--- src/rtl/ps2_scancode_decoder.sv ---
// PS/2 set-2 scancode decoder: folds E0/F0/E1 prefixes into single key events with a prefix timeout.
// Optional key-down map and query port enabled by defining PS2_DECODER_KEYMAP_EN.
module ps2_scancode_decoder #(
    parameter int TIMEOUT_CYCLES = 50000
) (
    input  logic       CLOCK_50,
    input  logic       reset_n,
    input  logic [7:0] received_data,
    input  logic       received_data_en,
    output logic       key_event,
    output logic [7:0] key_code,
    output logic       key_extended,
    output logic       key_released,
    output logic       seq_error
`ifdef PS2_DECODER_KEYMAP_EN
    ,
    input  logic [7:0] query_code,
    input  logic       query_ext,
    output logic       query_down
`endif
);

    localparam int TO_W = ($clog2(TIMEOUT_CYCLES) < 1) ? 1 : $clog2(TIMEOUT_CYCLES);
    localparam logic [TO_W-1:0] TO_MAX = TO_W'(TIMEOUT_CYCLES - 1);

    typedef enum logic [2:0] {
        S_IDLE  = 3'd0,
        S_E0    = 3'd1,
        S_F0    = 3'd2,
        S_E0F0  = 3'd3,
        S_PAUSE = 3'd4
    } state_t;

    state_t          r_state;
    logic [2:0]      r_skip;
    logic [TO_W-1:0] r_to_cnt;
    logic            r_key_event;
    logic [7:0]      r_key_code;
    logic            r_key_ext;
    logic            r_key_rel;
    logic            r_seq_error;

    // Controller acknowledge / self-test / error bytes that never start a key sequence.
    function automatic logic is_ignored(input logic [7:0] b);
        case (b)
            8'h00, 8'hAA, 8'hEE, 8'hFA, 8'hFE, 8'hFF: is_ignored = 1'b1;
            default:                                 is_ignored = 1'b0;
        endcase
    endfunction

    // Prefix FSM, skip/timeout counters and registered event outputs.
    always_ff @(posedge CLOCK_50 or negedge reset_n) begin
        if (!reset_n) begin
            r_state     <= S_IDLE;
            r_skip      <= 3'd0;
            r_to_cnt    <= '0;
            r_key_event <= 1'b0;
            r_key_code  <= 8'h00;
            r_key_ext   <= 1'b0;
            r_key_rel   <= 1'b0;
            r_seq_error <= 1'b0;
        end else begin
            r_key_event <= 1'b0;
            r_seq_error <= 1'b0;
            if (received_data_en) begin
                r_to_cnt <= '0;
                case (r_state)
                    S_IDLE: begin
                        if (received_data == 8'hE0) begin
                            r_state <= S_E0;
                        end else if (received_data == 8'hF0) begin
                            r_state <= S_F0;
                        end else if (received_data == 8'hE1) begin
                            r_state <= S_PAUSE;
                            r_skip  <= 3'd7;
                        end else if (is_ignored(received_data)) begin
                            r_state <= S_IDLE;
                        end else begin
                            r_key_event <= 1'b1;
                            r_key_code  <= received_data;
                            r_key_ext   <= 1'b0;
                            r_key_rel   <= 1'b0;
                        end
                    end
                    S_E0: begin
                        if (received_data == 8'hF0) begin
                            r_state <= S_E0F0;
                        end else if (received_data == 8'hE0) begin
                            r_state <= S_E0;
                        end else begin
                            r_state     <= S_IDLE;
                            r_key_event <= 1'b1;
                            r_key_code  <= received_data;
                            r_key_ext   <= 1'b1;
                            r_key_rel   <= 1'b0;
                        end
                    end
                    S_F0: begin
                        r_state     <= S_IDLE;
                        r_key_event <= 1'b1;
                        r_key_code  <= received_data;
                        r_key_ext   <= 1'b0;
                        r_key_rel   <= 1'b1;
                    end
                    S_E0F0: begin
                        r_state     <= S_IDLE;
                        r_key_event <= 1'b1;
                        r_key_code  <= received_data;
                        r_key_ext   <= 1'b1;
                        r_key_rel   <= 1'b1;
                    end
                    S_PAUSE: begin
                        // Pause has no break code: its whole 8-byte burst collapses to one make.
                        if (r_skip <= 3'd1) begin
                            r_state     <= S_IDLE;
                            r_skip      <= 3'd0;
                            r_key_event <= 1'b1;
                            r_key_code  <= 8'hE1;
                            r_key_ext   <= 1'b0;
                            r_key_rel   <= 1'b0;
                        end else begin
                            r_skip <= r_skip - 3'd1;
                        end
                    end
                    default: begin
                        r_state <= S_IDLE;
                        r_skip  <= 3'd0;
                    end
                endcase
            end else if (r_state != S_IDLE) begin
                if (r_to_cnt == TO_MAX) begin
                    r_state     <= S_IDLE;
                    r_skip      <= 3'd0;
                    r_to_cnt    <= '0;
                    r_seq_error <= 1'b1;
                end else begin
                    r_to_cnt <= r_to_cnt + {{(TO_W-1){1'b0}}, 1'b1};
                end
            end else begin
                r_to_cnt <= '0;
            end
        end
    end

    assign key_event    = r_key_event;
    assign key_code     = r_key_code;
    assign key_extended = r_key_ext;
    assign key_released = r_key_rel;
    assign seq_error    = r_seq_error;

`ifdef PS2_DECODER_KEYMAP_EN
    logic [511:0] r_keymap;
    logic [8:0]   w_query_idx;

    // Key-down map follows the registered event one cycle later.
    always_ff @(posedge CLOCK_50 or negedge reset_n) begin
        if (!reset_n) begin
            r_keymap <= '0;
        end else if (r_key_event) begin
            r_keymap[{r_key_ext, r_key_code}] <= ~r_key_rel;
        end else begin
            r_keymap <= r_keymap;
        end
    end

    assign w_query_idx = {query_ext, query_code};
    assign query_down  = r_keymap[w_query_idx];
`endif

endmodule

--- config.mk ---
export PLATFORM = sky130hd
export DESIGN_NAME = ps2_scancode_decoder
export DESIGN_NICKNAME = d
export VERILOG_FILES = /design/src/rtl/ps2_scancode_decoder.sv
export SDC_FILE = /design/constraint.sdc
export NUM_CORES = 1
export LEC_CHECK = 0
export BUFFER_PORTS_ARGS = -buffer_cell sky130_fd_sc_hd__buf_2
export CAP_MARGIN = 20
export CORE_MARGIN = 2
export CORE_UTILIZATION = 52
export DETAILED_ROUTE_END_ITERATION = 6
export GPL_TIMING_DRIVEN = 0
export PLACE_DENSITY_LB_ADDON = 0.08
export REMOVE_ABC_BUFFERS = 1
export SYNTH_ARGS = -nofsm -noshare
export SYNTH_HDL_FRONTEND = slang
export SYNTH_SLANG_ARGS = --single-unit
--- constraint.sdc ---
create_clock -name CLOCK_50 -period 2.02 [get_ports CLOCK_50]
set_input_delay 0.101 -clock CLOCK_50 [delete_from_list [all_inputs] [get_ports CLOCK_50]]
set_output_delay 0.101 -clock CLOCK_50 [all_outputs]
set_load 0.05 [all_outputs]
==> implementation parameters <==
Parameter                              Value

CTS
  Sink count of the clock tree    34
  H-tree lvl count    2
  Number of buffers added by the clock tree synthesis step    5
  Clock-pin transition on the worst setup and hold timing paths    0.10 ns
  Maximum buffer depth of the clock tree    2
  CTS tree    yes
  Clock insertion delay at the later pin of the skew report    0.33 ns
  Root buffer cell    sky130_fd_sc_hd__clkbuf_4

Logic synthesis
  Xor and xnor fraction of the mapped netlist area    6.76%
  Cell type contributing the most total cell area after synthesis    sky130_fd_sc_hd__dfrtp_1
  Post-synth design cell area    1810 sq um
  Dominant combinational cell family by area after synthesis    simple AND/OR/NAND/NOR gates
  Asr flop ratio synth    100%
  Top cells by area, synth    sky130_fd_sc_hd__dfrtp_1, sky130_fd_sc_hd__nor2_1, sky130_fd_sc_hd__xor2_1
  Number of synthesized flops with an enable pin    0
  Register bit count reported by yosys    34
  Ranking of synthesized cells by instance count    sky130_fd_sc_hd__dfrtp_1, sky130_fd_sc_hd__nor2_1, sky130_fd_sc_hd__nand2_1, sky130_fd_sc_hd__nand3_1
  Primary FF master, synth    sky130_fd_sc_hd__dfrtp_1
  Fraction of synthesized area in multiplexers    4.69%
  Share of synthesized cell area in and, or, nand and nor gates    23.4%
  Most frequent cell after synthesis    sky130_fd_sc_hd__dfrtp_1
  Fraction of synthesized cell area taken by the top area cell type    46.9%
  Fraction of the mapped netlist area in compound gates    12.6%
  Synth cell types    48
  Adder-cell share of the synthesized area    2.07%
  Share of the yosys chip area belonging to registers    46.9%
  Syn avg cell area    10.1 sq um
  Yosys warns    0
  Gate count of the mapped netlist    179

Worst setup path
  Number of buffer and inverter instances along the worst setup path    0
  Type of destination of the critical path    flip-flop
  Cell type group with the largest total delay on the critical path    compound AO/OA/AOI/OAI gates
  Largest stage delay on the critical path    0.45 ns
  Worst Setup Path Type    flip-flop to flip-flop
  Slowest-stage cell, CP    sky130_fd_sc_hd__dfrtp_1
  Critical Path RT    2.24 ns
  Worst setup SP type    flip-flop
  CP Cell Sequence    or2_4 > a211oi_2 > o211ai_2 > a21bo_4 > mux2_4
  Peak fanout along the critical path    10
  Arrival time reported for the critical path endpoint    2.09 ns

Power and ir drop
  Pleak    0.898 nW
  IR drop worst, VDD    0.354 mV
  Areal power density over the cells    752 nW/um^2

Place
  Placed cells    239
  Gp weighted congestion    0.785
  Placed wire-length estimate    2.57 mm
  Setup Slack @ Placement    -0.0944 ns
  Quantity of I/O buffers inserted on ports    22

Finish
  Post-synthesis to final-layout area growth    11.6%
  Layout cells sized above 1    21.4%
  Post-layout util    60.6%
  Number of cells in the finished layout apart from fillers    247
  Fin nets    215
  Diode insertion count for antenna repair    0

Detailed routing
  Final routed wirelength across all metal layers    3.59 mm
  Starting DRT DRC Count    79
  Detailed-route DRC error count    0
  DR vias    1402
  Post-route ant nets    0
  Number of vias per cell after detailed routing    5.68
  Number of iterations in the first detailed-routing pass    4
  Routed wire per std cell    14.5 um

Global routing
  Global-route total usage across every layer    20.0%
  Remaining global-route overflow    0
  Number of global-route vias before repair    1360
  Number of antenna violations at the first check in global routing    0
  First-pass GRT wire length    6.24 mm
  Pin count of the biggest net entering global routing    35

Outcome
  Result of the run    complete, no violations

STA
  Max-slew violation count    0
  Clock period minus final worst setup slack    1.87 ns
  Final hold vios    0
  Actual slew at the worst max-slew pin    0.752 ns
  Max frequency    0.535 GHz
  Final setup violation count    0
  Final worst setup slack    0.150 ns
  Crit share post-route    92.6%
  Worst-case headroom to the max-slew limit    49.8%
  Unrepaired setup endpoints after global routing    false
  Worst clock skew    0.00522 ns

Die
  Die outline area    3970 sq um
  Core region area    3340 sq um
  Die width    63.0 um
  Number of top-level pins    23
  Initial Utilization    54.3%
  Die Span Y    63.0 um
  Cell Rows    21

Flow run
  Count of max-cap constraint violations    0

Worst hold path
  Tightest Hold Check Type    input pin to flip-flop
## layer usage
metal / vias up / track usage [%] / wire [um]
met5: - / 0 / 0
met4: 0 / 8.89 / 62
met3: 8 / 5.77 / 158
met2: 29 / 28.7 / 1580
met1: 683 / 27.9 / 1790
li1: 682 / - / -
## cells in the final DEF (no fill, tap or decap), types with 3 or more instances in the layout
cell                       count
sky130_fd_sc_hd__a32o_1        5
sky130_fd_sc_hd__buf_2        22
sky130_fd_sc_hd__nor2b_1       3
sky130_fd_sc_hd__nand2b_1      4
sky130_fd_sc_hd__mux2_4        3
sky130_fd_sc_hd__dfrtp_1      34
sky130_fd_sc_hd__xnor2_1       6
sky130_fd_sc_hd__ha_1          3
sky130_fd_sc_hd__inv_1         7
sky130_fd_sc_hd__xor2_1        8
sky130_fd_sc_hd__o21ai_0       6
sky130_fd_sc_hd__and3_1        8
sky130_fd_sc_hd__mux2i_1       4
sky130_fd_sc_hd__nor2_1       18
sky130_fd_sc_hd__clkbuf_4      5
sky130_fd_sc_hd__nand3_1      11
sky130_fd_sc_hd__nand4_1       4
sky130_fd_sc_hd__nand2_1      12
## per-stage QoR
step                      power [mW]  TNS (ns)  cell area (sq um)  hold slack, ns
after floorplan                 1.07         0               1780          -0.195
after detailed placement        1.18    -0.352               1940           0.215
final                           1.52         0               2020          0.0708
after global placement          1.16    -0.200               1940           0.202
after global routing            1.62         0               2020          0.0651
after CTS                       1.54         0               2000          0.0552
## final cells by class
class                           count  area [sq um]
Sequential cell                    34           851
Clock inverter                      2          10.0
Tap cell                           46          57.6
Fill cell                         306          1310
Multi-Input combinational cell    130           921
Timing Repair Buffer               23           120
Clock buffer                        5          37.5
Inverter                            7          26.3
## worst paths after layout
| kind | slack, ns | startpoint | cells past startpoint | endpoint |
|---|---|---|---|---|
| worst max-delay path | 0.15 | r_state[1]$_DFFE_PN0P_ | 5 | key_code[5]$_DFFE_PN0P_ |
| min in group asynchronous | 0.36 | reset_n | 2 | r_to_cnt[14]$_DFF_PN0_ |
| worst min register to register | 0.47 | r_to_cnt[0]$_DFF_PN0_ | 1 | r_to_cnt[0]$_DFF_PN0_ |
| worst min-delay path | 0.07 | received_data[3] | 2 | key_code[3]$_DFFE_PN0P_ |
| max in group asynchronous | 1.17 | reset_n | 2 | key_code[4]$_DFFE_PN0P_ |
| worst max register to register | 0.15 | r_state[1]$_DFFE_PN0P_ | 5 | key_code[5]$_DFFE_PN0P_ |
## logic make-up after synthesis
family / Yosys count
AOI/OAI and AO/OA: 28
DFF: 34
muxes: 7
adders and majority gates: 3
xor gates and xnor gates: 14
and+or+nand+nor: 78
buffers and inverters: 15
## registers in the layout (all words and copies together), names as in the netlist
| name | flops |
|---|---|
| r_skip | 3 |
| seq_error | 1 |
| key_extended | 1 |
| r_to_cnt | 16 |
| key_released | 1 |
| r_state | 3 |
| key_event | 1 |
| key_code | 8 |
## power breakdown
group | internal (mW) | switching, mW | total, mW | leakage (nW)
Combinational | 0.132 | 0.263 | 0.395 | 0.424
Sequential | 0.735 | 0.0462 | 0.781 | 0.443
Clock | 0.125 | 0.220 | 0.345 | 0.0308
## timing repair
action,in CTS,in global routing
gates resized for setup,2,5
endpoints found under the hold margin,34,0
endpoints found under the setup margin,9,12
hold buffers,1,0
setup buffers,0,0
## worst reg2reg max path: stages, from the launching register on
cell and delay [ns]:
sky130_fd_sc_hd__dfrtp_1 0.45, sky130_fd_sc_hd__or2_4 0.31, sky130_fd_sc_hd__a211oi_2 0.19, sky130_fd_sc_hd__o211ai_2 0.19, sky130_fd_sc_hd__a21bo_4 0.31, sky130_fd_sc_hd__mux2_4 0.31
Note: power is estimated with default switching activity, not from simulation.
